$ cat config.mk
export PLATFORM = sky130hd
export DESIGN_NAME = dma_reg_bank
export DESIGN_NICKNAME = d
export VERILOG_FILES = /design/src/rtl/dma_reg_pkg.sv /design/src/rtl/dma_reg_channel.sv /design/src/rtl/dma_reg_bank.sv
export SDC_FILE = /design/constraint.sdc
export NUM_CORES = 1
export LEC_CHECK = 0
export CAP_MARGIN = 10
export CORE_ASPECT_RATIO = 1.1
export CORE_MARGIN = 8
export CORE_UTILIZATION = 52
export DETAILED_ROUTE_END_ITERATION = 8
export DONT_BUFFER_PORTS = 1
export PLACE_DENSITY = 0.67
export REMOVE_ABC_BUFFERS = 1
export SLEW_MARGIN = 20
export SYNTH_ARGS = -nofsm -noshare
export SYNTH_HDL_FRONTEND = slang
export SYNTH_SLANG_ARGS = --single-unit
$ cat constraint.sdc
create_clock -name clk -period 5.95 [get_ports clk]
set_input_delay 0.8925 -clock clk [delete_from_list [all_inputs] [get_ports clk]]
set_output_delay 0.8925 -clock clk [all_outputs]
set_load 0.01 [all_outputs]
$ cat src/rtl/dma_reg_pkg.sv
// Shared register map, bit positions and channel state type for the DMA register bank.
package dma_reg_pkg;

  localparam logic [4:0] OFF_SRC    = 5'h00;
  localparam logic [4:0] OFF_DST    = 5'h04;
  localparam logic [4:0] OFF_LEN    = 5'h08;
  localparam logic [4:0] OFF_CTRL   = 5'h0C;
  localparam logic [4:0] OFF_STATUS = 5'h10;
  localparam logic [4:0] OFF_REMAIN = 5'h14;

  localparam logic [31:0] GLOBAL_BASE     = 32'h0000_0400;
  localparam logic [31:0] ADDR_IRQ_STATUS = GLOBAL_BASE;
  localparam logic [31:0] ADDR_ID         = GLOBAL_BASE + 32'h4;

  localparam int CTRL_START  = 0;
  localparam int CTRL_ABORT  = 1;
  localparam int CTRL_IRQ_EN = 2;

  localparam int STAT_BUSY = 0;
  localparam int STAT_DONE = 1;
  localparam int STAT_ERR  = 2;

  localparam logic [7:0] ID_TAG = 8'hD0;

  typedef enum logic {
    IDLE = 1'b0,
    BUSY = 1'b1
  } ch_state_e;

  function automatic logic [31:0] id_word(input int num_ch, input int beat_bytes);
    logic [7:0]  n;
    logic [15:0] b;
    n = num_ch[7:0];
    b = beat_bytes[15:0];
    return {ID_TAG, n, b};
  endfunction

endpackage

$ cat src/rtl/dma_reg_channel.sv
// One DMA channel: descriptor registers, W1C status and the IDLE/BUSY progress machine.
module dma_reg_channel
  import dma_reg_pkg::*;
#(
  parameter int BEAT_BYTES = 4,
  parameter int LEN_W      = 16
) (
  input  logic        clk,
  input  logic        reset,
  input  logic        i_wr,
  input  logic [4:0]  i_off,
  input  logic [31:0] i_wdata,
  output logic [31:0] o_rdata,
  output logic        o_wr_reject,
  output logic        o_irq
);

  localparam logic [LEN_W:0] BEAT = (LEN_W + 1)'(BEAT_BYTES);

  ch_state_e          r_state;
  logic [31:0]        r_src;
  logic [31:0]        r_dst;
  logic [LEN_W-1:0]   r_len;
  logic [LEN_W-1:0]   r_remain;
  logic               r_irq_en;
  logic               r_done;
  logic               r_err;

  logic w_busy;
  logic w_wr_cfg;
  logic w_wr_ctrl;
  logic w_wr_stat;
  logic w_start;
  logic w_abort;
  logic w_cfg_ok;
  logic w_last_beat;
  logic w_done_nxt;
  logic w_err_nxt;

  assign w_busy      = (r_state == BUSY);
  assign w_wr_cfg    = i_wr && ((i_off == OFF_SRC) || (i_off == OFF_DST) || (i_off == OFF_LEN));
  assign w_wr_ctrl   = i_wr && (i_off == OFF_CTRL);
  assign w_wr_stat   = i_wr && (i_off == OFF_STATUS);
  assign w_start     = w_wr_ctrl && i_wdata[CTRL_START];
  assign w_abort     = w_wr_ctrl && i_wdata[CTRL_ABORT];
  assign w_cfg_ok    = (r_len != '0) && (r_src[1:0] == 2'b00) && (r_dst[1:0] == 2'b00);
  assign w_last_beat = ({1'b0, r_remain} <= BEAT);

  // Descriptor writes and START are refused while a transfer is in flight.
  assign o_wr_reject = w_busy && (w_wr_cfg || w_start);
  assign o_irq       = r_done && r_irq_en;

  // Software clears are applied first so a same-cycle hardware set wins.
  always_comb begin
    w_done_nxt = r_done;
    w_err_nxt  = r_err;
    if (w_wr_stat && i_wdata[STAT_DONE]) w_done_nxt = 1'b0;
    if (w_wr_stat && i_wdata[STAT_ERR])  w_err_nxt  = 1'b0;
    if (!w_busy && w_start) begin
      if (w_cfg_ok) w_done_nxt = 1'b0;
      else          w_err_nxt  = 1'b1;
    end
    if (w_busy) begin
      if (w_abort)          w_err_nxt  = 1'b1;
      else if (w_last_beat) w_done_nxt = 1'b1;
    end
  end

  always_ff @(posedge clk or negedge reset) begin
    if (!reset) begin
      r_src    <= '0;
      r_dst    <= '0;
      r_len    <= '0;
      r_irq_en <= 1'b0;
      r_done   <= 1'b0;
      r_err    <= 1'b0;
    end else begin
      if (i_wr && !w_busy) begin
        if (i_off == OFF_SRC) r_src <= i_wdata;
        if (i_off == OFF_DST) r_dst <= i_wdata;
        if (i_off == OFF_LEN) r_len <= i_wdata[LEN_W-1:0];
      end
      if (w_wr_ctrl) r_irq_en <= i_wdata[CTRL_IRQ_EN];
      r_done <= w_done_nxt;
      r_err  <= w_err_nxt;
    end
  end

  // ABORT takes priority over the beat, so REMAIN freezes at its current value.
  always_ff @(posedge clk or negedge reset) begin
    if (!reset) begin
      r_state  <= IDLE;
      r_remain <= '0;
    end else begin
      case (r_state)
        IDLE: begin
          if (w_start && w_cfg_ok) begin
            r_remain <= r_len;
            r_state  <= BUSY;
          end
        end
        BUSY: begin
          if (w_abort) begin
            r_state <= IDLE;
          end else if (w_last_beat) begin
            r_remain <= '0;
            r_state  <= IDLE;
          end else begin
            r_remain <= r_remain - BEAT[LEN_W-1:0];
          end
        end
      endcase
    end
  end

  always_comb begin
    o_rdata = '0;
    case (i_off)
      OFF_SRC:    o_rdata = r_src;
      OFF_DST:    o_rdata = r_dst;
      OFF_LEN:    o_rdata = 32'(r_len);
      OFF_CTRL:   o_rdata[CTRL_IRQ_EN] = r_irq_en;
      OFF_STATUS: begin
        o_rdata[STAT_BUSY] = w_busy;
        o_rdata[STAT_DONE] = r_done;
        o_rdata[STAT_ERR]  = r_err;
      end
      OFF_REMAIN: o_rdata = 32'(r_remain);
      default:    o_rdata = '0;
    endcase
  end

endmodule

$ cat src/rtl/dma_reg_bank.sv
// Multi-channel DMA register bank: address decode, registered read path, error pulse and irq.
module dma_reg_bank
  import dma_reg_pkg::*;
#(
  parameter int NUM_CH     = 4,
  parameter int BEAT_BYTES = 4,
  parameter int LEN_W      = 16
) (
  input  logic        clk,
  input  logic        reset,
  input  logic [31:0] addr,
  input  logic        wr_en,
  input  logic        valid,
  input  logic [31:0] wdata,
  output logic [31:0] rdata,
  output logic        rvalid,
  output logic        err,
  output logic        irq
);

  localparam logic [31:0] ID_VALUE = id_word(NUM_CH, BEAT_BYTES);

  logic [4:0]        w_ch_idx;
  logic [4:0]        w_off;
  logic              w_ch_space;
  logic              w_ch_hit;
  logic              w_glb_irq;
  logic              w_glb_id;
  logic              w_mapped;
  logic              w_wr;
  logic              w_reject;
  logic              w_unused_addr;
  logic [NUM_CH-1:0] w_ch_wr;
  logic [NUM_CH-1:0] w_ch_reject;
  logic [NUM_CH-1:0] w_ch_irq;
  logic [31:0]       w_ch_rdata [NUM_CH];
  logic [31:0]       w_rd_mux;

  logic [31:0] r_rdata;
  logic        r_rvalid;
  logic        r_err;

  // Byte lane bits carry no meaning on this bus.
  assign w_unused_addr = ^addr[1:0];

  assign w_ch_space = (addr[31:10] == '0);
  assign w_ch_idx   = addr[9:5];
  assign w_off      = {addr[4:2], 2'b00};
  assign w_ch_hit   = w_ch_space && (32'(w_ch_idx) < NUM_CH) && (w_off <= OFF_REMAIN);
  assign w_glb_irq  = (addr[31:2] == ADDR_IRQ_STATUS[31:2]);
  assign w_glb_id   = (addr[31:2] == ADDR_ID[31:2]);
  assign w_mapped   = w_ch_hit || w_glb_irq || w_glb_id;
  assign w_wr       = valid && wr_en;
  assign w_reject   = |w_ch_reject;

  for (genvar c = 0; c < NUM_CH; c++) begin : g_ch
    assign w_ch_wr[c] = w_wr && w_ch_hit && (w_ch_idx == 5'(c));

    dma_reg_channel #(
      .BEAT_BYTES (BEAT_BYTES),
      .LEN_W      (LEN_W)
    ) u_ch (
      .clk         (clk),
      .reset       (reset),
      .i_wr        (w_ch_wr[c]),
      .i_off       (w_off),
      .i_wdata     (wdata),
      .o_rdata     (w_ch_rdata[c]),
      .o_wr_reject (w_ch_reject[c]),
      .o_irq       (w_ch_irq[c])
    );
  end

  always_comb begin
    w_rd_mux = '0;
    if (w_ch_hit) begin
      for (int c = 0; c < NUM_CH; c++) begin
        if (w_ch_idx == 5'(c)) w_rd_mux = w_ch_rdata[c];
      end
    end
    if (w_glb_irq) w_rd_mux = 32'(w_ch_irq);
    if (w_glb_id)  w_rd_mux = ID_VALUE;
  end

  // rdata holds its last value between reads; only rvalid marks it fresh.
  always_ff @(posedge clk or negedge reset) begin
    if (!reset) begin
      r_rdata  <= '0;
      r_rvalid <= 1'b0;
      r_err    <= 1'b0;
    end else begin
      r_rvalid <= valid && !wr_en;
      r_err    <= valid && (!w_mapped || (wr_en && w_reject));
      if (valid && !wr_en) r_rdata <= w_rd_mux;
    end
  end

  assign rdata  = r_rdata;
  assign rvalid = r_rvalid;
  assign err    = r_err;
  assign irq    = |w_ch_irq;

endmodule

# == Word-level counts from Yosys, hierarchy flattened ==
# Cells that the tools add are included.
# word_totals
regBits,434
# classes
eq_ne,18
n_lt_le_gt_ge,6
bitwise,4
n_mux,95
n_addsub,4
reduce_logical,115
# ops
cell,count
29-bit case mux with 4 select lines,4
32-bit 2-to-1 mux,7
16-bit 2-to-1 mux,12
16-bit case mux with 2 select lines,4
1-bit logical AND,67
16-bit by 3-bit less-or-equal comparator with 1-bit output (second input constant),4
16-bit nonzero test,4
16-bit by 3-bit subtractor with 16-bit output (second input constant),4
30-bit by 9-bit == test with 1-bit output (second input constant),2
1-bit 2-to-1 mux,56
2-bit case mux with 5 select lines,4
2-bit AND reduction,16
1-bit case mux with 6 select lines,4
22-bit zero test,1
2-bit zero test,8
5-bit by 2-bit == test with 1-bit output (second input constant),2
5-bit zero test,2
1-bit logical OR,9
2-bit by 1-bit inequality test with 1-bit output (second input constant),4
2-bit inequality test (second input constant),4
1-bit case mux with 2 select lines,4
4-bit OR reduction,2
3-bit by 2-bit == test with 1-bit output (second input constant),2
3-bit == test (second input constant),2
6 further kinds,14

# == Logic depth before layout (Yosys ltp) ==
# Gate-level depths: netlist of the first run.
# logic_depth
depth_word,13
mapped_depth,9
ltp_nobuf,8

# == Modules after synthesis ==
# A second synthesis of the first run with hierarchy kept.
# unflattened
cells_unflattened,2008
area_unflattened_um2,23502.5
# modules_own_cells
mod,area_each_um2,instances,cells_per_inst
dma_reg_channel,5282.6,4,445
dma_reg_bank,2372.3,1,228

# == Worst setup path after synthesis of the first run ==
# No wires, ideal clock.
# synth_timing
kind,input -> register
from,input addr[4]
to,register g_ch[2].u_ch.r_remain[5]
path_buffers,3
cell_stages,8
path_slack_ns,3.044
setup_ns,0.126
arrival_time_ns,2.780
required_ns,5.824
path_cell_list,buf_2 -> a21oi_1 -> nand4_4 -> or4_1 -> buf_2 -> o22a_1 -> buf_2 -> a221o_1
# synth_between
elab_chain_len,9
# synth_lines
item,line,source
"start, declared",dma_reg_bank.sv:11,"input logic [31:0] addr,"
5-bit less-or-equal comparator,dma_reg_bank.sv:49,assign w_ch_hit = w_ch_space && (32'(w_ch_idx) < NUM_CH) && (w_off <= OFF_REMAIN);
1-bit logical AND,dma_reg_bank.sv:49,
1-bit logical AND (2 in a row),dma_reg_bank.sv:57,assign w_ch_wr[c] = w_wr && w_ch_hit && (w_ch_idx == 5'(c));
1-bit logical AND *,dma_reg_channel.sv:42,assign w_wr_ctrl = i_wr && (i_off == OFF_CTRL);
1-bit logical AND,dma_reg_channel.sv:44,assign w_start = w_wr_ctrl && i_wdata[CTRL_START];
1-bit logical AND,dma_reg_channel.sv:97,if (w_start && w_cfg_ok) begin
2-bit by 1-bit inequality test with 1-bit output (no source line),n/a,
2-bit AND reduction (no source line) *,n/a,
"end signal, assigned",dma_reg_channel.sv:98,r_remain <= r_len;
"end signal, assigned",dma_reg_channel.sv:109,r_remain <= r_remain - BEAT[LEN_W-1:0];
"end, declared",dma_reg_channel.sv:24,logic [LEN_W-1:0] r_remain;
# Mark *: on every way between the ends. The rest lies on a longest branch, timed or not.
# A chain may end at the register's enable or synchronous reset.

# == Worst setup path after layout of the first run ==
# layout_timing
from,input addr[9]
to,register g_ch[2].u_ch.r_remain[7]
# layout_between
elab_chain_len,10
# layout_lines
item,line
5-bit by 3-bit < comparator with 1-bit output,dma_reg_bank.sv:49
1-bit logical AND (2 in a row),dma_reg_bank.sv:49
1-bit logical AND,dma_reg_bank.sv:57
1-bit logical AND *,dma_reg_bank.sv:57
1-bit logical AND *,dma_reg_channel.sv:42
1-bit logical AND,dma_reg_channel.sv:44
1-bit logical AND,dma_reg_channel.sv:97
2-bit by 1-bit inequality test with 1-bit output (no source line),n/a
2-bit AND reduction (no source line) *,n/a
# Marks and branches as above.

==> impl_metrics.tcl, run 1 <==
set metrics [dict create \
    outcome "finished, violations left" \
    violations "max-slew violations" \
    fmax_mhz 289 \
    multi_input_area_mm2 0.0100 \
    core_mm2 0.0410 \
    hold_class "input port to async pin" \
    yosysMostFrequentCell "dfrtp_1" \
    cp-end-kind "register" \
    cp_max_fo 20 \
    place_area_mm2 0.0218 \
    final_cells 2387 \
    seq_area_mm2 0.0109 \
    grt_pass1_vias 16400 \
    max_slew.worst_pin.slew_ps 2240 \
    cts_setup_buffers 0 \
    grt_pass1_wl_mm 101 \
    yosys.area.top_type "dfrtp_1" \
    finalWeightedCongestion 0.936 \
    powerDensity_mw_per_mm2 253 \
    critPathKind "input port to register" \
    async_flop_share 1.00 \
    synthDistinctLibCells 79 \
    clkSinkCount 434 \
    clk_pin_slew_ps 60 \
    final_max_slew_viol_count 283 \
    fill_cells 3455 \
    rows 78 \
    syn-mean-instance-area_um2 11.3 \
    synth_ff_type "dfrtp_1" \
    maxCapViolations 0 \
    top_level_ports 103 \
    cts_buffers 47 \
    synth_edf_count 0 \
    die_y_um 229 \
    dp_cells 2302 \
    wirelength_mm 65.8 \
    period_share 0.582 \
    vias_per_cell 6.88 \
    wl_per_cell_um 27.6 \
    drive_above_1_share 0.260 \
    cp_data_required_time_ps 6440 \
    p_leak_nw 10.5 \
    synth.top_cell.area_share 0.505 \
    cts_tree "yes" \
    place_hpwl_mm 41.0 \
    antenna_found_initial 1 \
    dieArea_mm2 0.0481 \
    start_kind "input port" \
    drt_iter0_markers 1528 \
    grt_max_degree 421 \
    synth_seq_cells 434 \
    port_buffers 0 \
    final.setup.worst_slack_ps 2480 \
    cp.arrival_ps 3960 \
    fin_area_mm2 0.0233 \
    htreeDepth 2 \
    remaining_drc_errors 0 \
    nNetsFinal 1910 \
    rrSetupSlack_ps 2770 \
    layout_min_cycle_time_ps 3470 \
    ir_drop_mv 0.236 \
    num_vias 16400 \
    maxSlewHeadroom -0.494 \
    drtPass1Iterations 6 \
    reg2reg_from "g_ch[3].u_ch.r_remain[7]$_DFFE_PN0P_" \
    p_total_w 0.00591 \
    r2r-end "g_ch[3].u_ch.r_remain[12]$_DFFE_PN0P_" \
    ys_warn_count 0 \
    clk_path_buf_depth 3 \
    track_usage 0.270 \
    grt_overflow 0 \
    cts-root-buf "clkbuf_16" \
    clock_latency_ps 590 \
    postRouteAntennaNets 0 \
    die_x_um 210 \
    diodes 0 \
    synth_area_leaders "dfrtp_1 51%, mux2_2 17%, a22oi_1 3.1%" \
    finClkSkew_ps 20.4 \
    finalHoldViolations 0 \
    reg2regPathDepth 6 \
    synthTopCellsByCount "434 x dfrtp_1, 332 x mux2_2, 118 x nand2_1" \
    rsz0062_at_grt "no" \
    synth_area_mm2 0.0215 \
    finalSetupViolations 0 \
    synth_cells 1902 \
    synthToLayoutAreaGrowth_pct 8.63 \
    pre_cts_ws_ps 1940 \
    yosysSeqAreaShare 0.505 \
    initial_core_util 0.524 \
]
[what timing repair did]
| item | in CTS | in global routing |
|---|---|---|
| resized for setup | 0 | 0 |
| hold buffers | 3 | 0 |
| endpoints found under the hold margin | 8 | 0 |
[cells in the final DEF (no fill, tap or decap), types with 23 or more instances in the layout]
master     count
nand2_1      118
a22o_1        36
dfrtp_1      434
a22oi_1       88
nor2_1        80
a21oi_1       83
inv_1         27
a221oi_1      44
clkbuf_16     47
o22ai_1       33
o21ai_0       98
nand3_1       34
nor3_1        40
nor4_1        35
o2bb2ai_1     23
buf_4         23
mux2_2       332
[layout make-up]
cell class	instances	area share
Inverter	27	0.00434
Timing Repair Buffer	26	0.00868
Sequential cell	434	0.465
Clock inverter	11	0.00365
Tap cell	520	0.0279
Multi-Input combinational cell	1298	0.430
Clock buffer	71	0.0598
[critical path, stage by stage]
cell       delay [ps]
nor4b_2           260
buf_4             380
nand2_1           690
nor4_2            940
o22a_1            490
or2_0             170
o2bb2ai_1         100
[layer usage]
layer	GRT usage	routed length [um]
met2	0.432	31000
met4	0.123	2980
met1	0.352	26400
met5	0	0
met3	0.0530	5440
[cell families (layout without fill, tap and decap cells)]
| kind of cell | count (synthesis) | after routing | share of synthesized area |
|---|---|---|---|
| mux | 354 | 354 | 0.185 |
| buf+inv | 170 | 135 | 0.0313 |
| flops | 434 | 434 | 0.505 |
| compound gates | 509 | 509 | 0.166 |
| fa+ha+maj | 8 | 8 | 0.00466 |
| simple gates | 427 | 427 | 0.107 |
[registers in the layout, indices dropped and copies added, names as in the netlist]
| name | count |
|---|---|
| g_ch.u_ch.r_src | 128 |
| g_ch.u_ch.r_state | 4 |
| rdata | 32 |
| g_ch.u_ch.r_err | 4 |
| rvalid | 1 |
| g_ch.u_ch.r_len | 64 |
| g_ch.u_ch.r_done | 4 |
| g_ch.u_ch.r_irq_en | 4 |
| g_ch.u_ch.r_remain | 64 |
| g_ch.u_ch.r_dst | 128 |
| err | 1 |
[report_power, final]
group	switching, W	leakage [nW]	internal [W]
Combinational	0.0000941	3.88	0.0000386
Sequential	0.00000440	5.89	0.00296
Clock	0.00120	0.735	0.00162
Total	0.00130	10.5	0.00461
[metrics by stage]
stage	hold WS, ps	TNS (ps)	utilization
2_1_floorplan	465	-809390	-
3_3_place_gp	483	0	0.532
3_5_place_dp	493	0	0.532
4_1_cts	0.122	0	0.569
5_1_grt	3.80	0	0.569
6_report	17.2	0	0.569
[worst max path at each step]
stage | from | end | cells past startpoint
floorplan | addr[3] | g_ch[0].u_ch.r_dst[10]$_DFFE_PN0P_ | 3
global placement | addr[9] | g_ch[2].u_ch.r_remain[7]$_DFFE_PN0P_ | 7
detailed placement | addr[9] | g_ch[2].u_ch.r_remain[7]$_DFFE_PN0P_ | 7
CTS | addr[9] | g_ch[2].u_ch.r_remain[7]$_DFFE_PN0P_ | 7
global route | addr[9] | g_ch[2].u_ch.r_remain[14]$_DFFE_PN0P_ | 7
finish | addr[9] | g_ch[2].u_ch.r_remain[7]$_DFFE_PN0P_ | 7
No activity file was read; power rests on OpenSTA's default activity.
==> run 2, diff against run 1 <==
==> constraint.sdc (replaced) <==
create_clock -name clk -period 3.5 [get_ports clk]
set_input_delay 0.525 -clock clk [delete_from_list [all_inputs] [get_ports clk]]
set_output_delay 0.525 -clock clk [all_outputs]
set_load 0.01 [all_outputs]
==> run 2 against run 1 <==
  * The run ends with negative hold slack, max-slew violations left
  * Via count up 0.97%
  * Clock skew down 0.62 ps
  * Non-clock buffer count up 27
  * Flip-flop and latch count unchanged
  * Global-route usage up 0.22 points
  * Sequential share of layout area down 0.67 points
  * Critical path type is now register to register
  * Largest cell class unchanged
  * Largest power group is now clock
  * Highest routed layer unchanged
==> impl_metrics.tcl, run 2 (synthesized netlist as in run 1, its figures left out) <==
set metrics [dict create \
    htreeDepth 2 \
    slowest_stage "o2111ai_1" \
    wirelength_mm 66.3 \
    final_util 0.578 \
    initial_core_util 0.524 \
    num_vias 16600 \
    r2r-end "g_ch[0].u_ch.r_remain[9]$_DFFE_PN0P_" \
    port_buffers 0 \
    cp_max_fo 11 \
    nNetsFinal 1937 \
    reg2reg_from "g_ch[0].u_ch.r_remain[2]$_DFFE_PN0P_" \
    final_common_cell "dfrtp_1" \
    maxCapViolations 0 \
    remaining_drc_errors 0 \
    track_usage 0.272 \
    use_met1 0.347 \
    cts_setup_buffers 0 \
    drive_above_1_share 0.271 \
    die_y_um 229 \
    die_x_um 210 \
    critPathKind "register to register" \
    p_leak_nw 10.7 \
    max_slew.worst_pin.slew_ps 1590 \
    cp-end-kind "register" \
    grt_pass1_wl_mm 102 \
    core_mm2 0.0410 \
    reg.largest.list "g_ch.u_ch.r_dst x128, g_ch.u_ch.r_src x128" \
    top_level_ports 103 \
    finalWeightedCongestion 0.930 \
    rows 78 \
    cts_tree "yes" \
    violations "negative hold slack, max-slew violations" \
    cp_data_required_time_ps 4020 \
    drt_iter0_markers 1631 \
    final_cells 2415 \
    busiest_layer "met2" \
    period_share 0.783 \
    grt_pass1_vias 16500 \
    hold_class "input port to async pin" \
    layout_min_cycle_time_ps 2740 \
    maxSlewHeadroom -0.0605 \
    vias_per_cell 6.86 \
    slowest_delay_ps 580 \
    rsz0062_at_grt "no" \
    clock_latency_ps 590 \
    powerDensity_mw_per_mm2 435 \
    met2_usage 0.445 \
    antenna_found_initial 2 \
    finClkSkew_ps 19.8 \
    outcome "finished, violations left" \
    use_met3 0.0541 \
    cts-root-buf "clkbuf_16" \
    finalSetupViolations 0 \
    reg2regPathDepth 7 \
    clk_path_buf_depth 3 \
    wl_per_cell_um 27.5 \
    synthToLayoutAreaGrowth_pct 10.2 \
    place_hpwl_mm 42.5 \
    ir_drop_mv 0.392 \
    ctsResizeCount 0 \
    clkSinkCount 434 \
    final_max_slew_viol_count 78 \
    fmax_mhz 365 \
    dp_cells 2332 \
    dieArea_mm2 0.0481 \
    rrSetupSlack_ps 760 \
    clk_pin_slew_ps 60 \
    worstPathCellList "inv_1 -> ha_1 -> o2111ai_1 -> nand2_1 -> buf_4 -> o41ai_1 -> a22o_1" \
    holdWs_ps -356 \
    grt_max_degree 435 \
    cts_buffers 47 \
    mostFrequentLayoutCells "434 x dfrtp_1, 332 x mux2_2, 118 x nand2_1" \
    grt_overflow 0 \
    drtPass1Iterations 7 \
    postRouteAntennaNets 0 \
    start_kind "register" \
    finalHoldViolations 379 \
    cp.arrival_ps 3260 \
]
run 2: changes by cell type in the layout (fill, tap and decap cells not counted), moves of 2 or more:
cell           before  now
clkinv_4            2    0
clkinv_2            7    3
buf_4              23   46
bufinv_16           0    3
buf_12              0    7
dlygate4sd3_1       3    0
run 2: layer usage:
layer / vias to the layer above / part of all wire
met3: 188 / 0.080
met1: 8507 / 0.39
li1: 7141 / -
met2: 740 / 0.48
met4: 0 / 0.046
met5: - / 0
run 2: worst max-delay path, delay by kind of cell (launching register included):
kind	cells	cell delay (ps)
flops	1	460
simple gates	1	350
buf+inv	2	420
compound gates	3	1160
fa+ha+maj	1	300
run 2: metrics by stage:
step	hold WS [ps]	instance area [um^2]	TNS, ps	total power [W]	setup WS, ps
final	-356	23700	0	0.0103	758
after global routing	-372	23700	0	0.0106	629
after CTS	-368	23700	0	0.0104	815
after detailed placement	245	22100	0	0.00534	411
after global placement	244	22100	0	0.00534	450
after floorplan	229	20900	-1527720	0.00525	-5630
run 2: cell type report:
type	instances	area (um^2)
antenna	1	2.50
clock buffer	74	1440
clock inverter	8	130
fill	3423	17300
inverter	27	101
multi-input combinational	1298	10000
sequential	434	10900
tap	520	651
timing repair buffer	53	485
run 2: worst max path at each step:
stage                                                    start                                    end  slack, ps  cells past startpoint
final                     g_ch[0].u_ch.r_remain[2]$_DFFE_PN0P_   g_ch[0].u_ch.r_remain[9]$_DFFE_PN0P_        760                      7
after global routing      g_ch[0].u_ch.r_remain[2]$_DFFE_PN0P_   g_ch[0].u_ch.r_remain[9]$_DFFE_PN0P_        630                      7
after CTS                 g_ch[0].u_ch.r_remain[2]$_DFFE_PN0P_   g_ch[0].u_ch.r_remain[9]$_DFFE_PN0P_        820                      7
after detailed placement                              addr[16]  g_ch[3].u_ch.r_remain[12]$_DFFE_PN0P_        410                      6
after global placement                                addr[16]   g_ch[1].u_ch.r_remain[7]$_DFFE_PN0P_        450                      6
after floorplan                                        addr[3]     g_ch[0].u_ch.r_dst[10]$_DFFE_PN0P_      -5630                      3
run 2: report_power, final:
group / switching (W) / leakage [nW] / total [W] / internal, W
combinational: 0.000152 / 4.05 / 0.000223 / 0.0000709
clock: 0.00203 / 0.772 / 0.00505 / 0.00303
sequential: 0.00000769 / 5.89 / 0.00503 / 0.00503
==> run 3, diff against run 2 <==
--- a/config.mk
+++ b/config.mk
@@ -11,7 +11,7 @@
 export CORE_UTILIZATION = 52
 export DETAILED_ROUTE_END_ITERATION = 8
 export DONT_BUFFER_PORTS = 1
-export PLACE_DENSITY = 0.67
+export PLACE_DENSITY = 0.7
 export REMOVE_ABC_BUFFERS = 1
 export SLEW_MARGIN = 20
 export SYNTH_ARGS = -nofsm -noshare
==> constraint.sdc (replaced) <==
create_clock -name clk -period 2.5 [get_ports clk]
set_input_delay 0.375 -clock clk [delete_from_list [all_inputs] [get_ports clk]]
set_output_delay 0.375 -clock clk [all_outputs]
set_load 0.01 [all_outputs]
==> run 3 against run 2 <==
  * Non-clock buffer count grew 108
  * Critical path depth is the same
  * Largest power group unchanged
  * The flow still finishes with violations (negative hold slack, max-slew violations)
  * Largest cell class unchanged
  * Setup slack lost 630 ps
  * First-iteration DRC count grew 0.74%
==> impl_metrics.tcl, run 3 (synthesized netlist as in run 1, its figures left out) <==
set metrics [dict create \
    grt_pass1_wl_mm 106 \
    top_level_ports 103 \
    finClkSkew_ps 22.2 \
    slowest_stage "dfrtp_1" \
    synthToLayoutAreaGrowth_pct 15.1 \
    final.setup.worst_slack_ps 128 \
    pre_cts_ws_ps -51.0 \
    nNetsFinal 2045 \
    hold_class "input port to async pin" \
    drt_iter0_markers 1643 \
    cp-end-kind "register" \
    final_max_slew_viol_count 258 \
    path_buf_inv 2 \
    clock_latency_ps 600 \
    reg2reg_from "g_ch[0].u_ch.r_remain[2]$_DFFE_PN0P_" \
    final_util 0.603 \
    clk_path_buf_depth 3 \
    die_x_um 210 \
    worstPathCellList "inv_1 -> ha_1 -> o2111ai_1 -> nand2_1 -> buf_4 -> o41ai_1 -> a22o_1" \
    final_common_cell "dfrtp_1" \
    max_slew.worst_pin.slew_ps 1820 \
    wl_per_cell_um 27.5 \
    cts_hold_buf 32 \
    use_met1 0.361 \
    period_share 0.949 \
    maxCapViolations 0 \
    setup.worst_path.start "g_ch[0].u_ch.r_remain[2]$_DFFE_PN0P_" \
    grt_max_degree 435 \
    grt_pass1_vias 17200 \
    maxSlewHeadroom -0.214 \
    drive_above_1_share 0.295 \
    layout_min_cycle_time_ps 2370 \
    rows 78 \
    ir_drop_mv 0.536 \
    busiest_layer "met2" \
    htreeDepth 2 \
    core_mm2 0.0410 \
    p_leak_nw 11.3 \
    wirelength_mm 69.5 \
    met2_usage 0.471 \
    cp.arrival_ps 2910 \
    finalHoldViolations 434 \
    start_kind "register" \
    cp_top_family "compound AO/OA/AOI/OAI gates" \
    num_vias 17100 \
    postRouteAntennaNets 0 \
    fmax_mhz 422 \
    slowest_delay_ps 470 \
    finalSetupViolations 0 \
    violations "negative hold slack, max-slew violations" \
    dieArea_mm2 0.0481 \
    clkSinkCount 434 \
    vias_per_cell 6.76 \
    die_y_um 229 \
    p_total_w 0.0148 \
    reg.largest.list "g_ch.u_ch.r_dst x128, g_ch.u_ch.r_src x128" \
    track_usage 0.286 \
    fill_cells 3338 \
    drtPass1Iterations 6 \
    critPathKind "register to register" \
    outcome "finished, violations left" \
    grt_overflow 0 \
    place_hpwl_mm 44.8 \
    cts_setup_buffers 0 \
    powerDensity_mw_per_mm2 598 \
    mostFrequentLayoutCells "434 x dfrtp_1, 332 x mux2_2, 118 x nand2_1" \
    cts-root-buf "clkbuf_16" \
    cts_buffers 47 \
    cp_max_fo 11 \
    cts_tree "yes" \
    port_buffers 0 \
    antenna_found_initial 3 \
    holdWs_ps -510 \
    finalWeightedCongestion 0.958 \
    use_met3 0.0557 \
    rsz0062_at_grt "no" \
    clk_pin_slew_ps 60 \
    remaining_drc_errors 0 \
    initial_core_util 0.524 \
    cp_data_required_time_ps 3030 \
]
run 3: cell types whose count changed in the layout (fill, tap and decap cells not counted), sizes merged:
cell and delta:
clkinv +4, clkinvlp +2, clkbuf -3, diode +3
dlygate4sd3 +32, buf +76, bufinv +2
run 3: worst paths after layout:
path,cells after the start,endpoint,slack (ps)
worst max-delay path,7,g_ch[0].u_ch.r_remain[9]$_DFFE_PN0P_,130
worst min-delay path,0,g_ch[2].u_ch.r_remain[9]$_DFFE_PN0P_,-510
worst max register to register,7,g_ch[0].u_ch.r_remain[9]$_DFFE_PN0P_,130
worst min register to register,1,g_ch[0].u_ch.r_dst[5]$_DFFE_PN0P_,500
max in group asynchronous,0,g_ch[2].u_ch.r_dst[13]$_DFFE_PN0P_,1560
min in group clk,3,rdata[15]$_DFFE_PN0P_,50
run 3: area by class of cell:
| cell class | instances | area, um^2 | share of cell area |
|---|---|---|---|
| Antenna cell | 4 | 10.0 | 0.000405 |
| Clock buffer | 71 | 1390 | 0.0561 |
| Clock inverter | 16 | 225 | 0.00911 |
| Inverter | 27 | 101 | 0.00410 |
| Multi-Input combinational cell | 1298 | 10000 | 0.405 |
| Sequential cell | 434 | 10900 | 0.439 |
| Tap cell | 520 | 651 | 0.0263 |
| Timing Repair Buffer | 161 | 1480 | 0.0597 |
run 3: routing by layer:
| layer | up-vias | share of wire |
|---|---|---|
| li1 | 7368 | - |
| met1 | 8812 | 0.39 |
| met3 | 199 | 0.080 |
| met4 | 2 | 0.046 |
| met5 | - | 0.00024 |
| met2 | 726 | 0.48 |
run 3: through the flow:
step,area (um^2),cells,TNS [ps]
2_1_floorplan,20900,1759,-1845380
3_3_place_gp,22800,2408,-247
3_5_place_dp,22800,2408,-151
4_1_cts,24700,2527,0
5_1_grt,24700,2527,0
6_report,24700,2531,0
run 3: power by group:
| part | total [W] | switching (W) | internal [W] |
|---|---|---|---|
| Sequential | 0.00705 | 0.0000109 | 0.00704 |
| Clock | 0.00725 | 0.00290 | 0.00435 |
| Combinational | 0.000480 | 0.000331 | 0.000149 |
| Total | 0.0148 | 0.00324 | 0.0115 |
run 3: repair_timing:
item	in CTS	in global routing
resized for setup	0	0
endpoints found under the setup margin	0	0
hold endpoints to repair	742	434
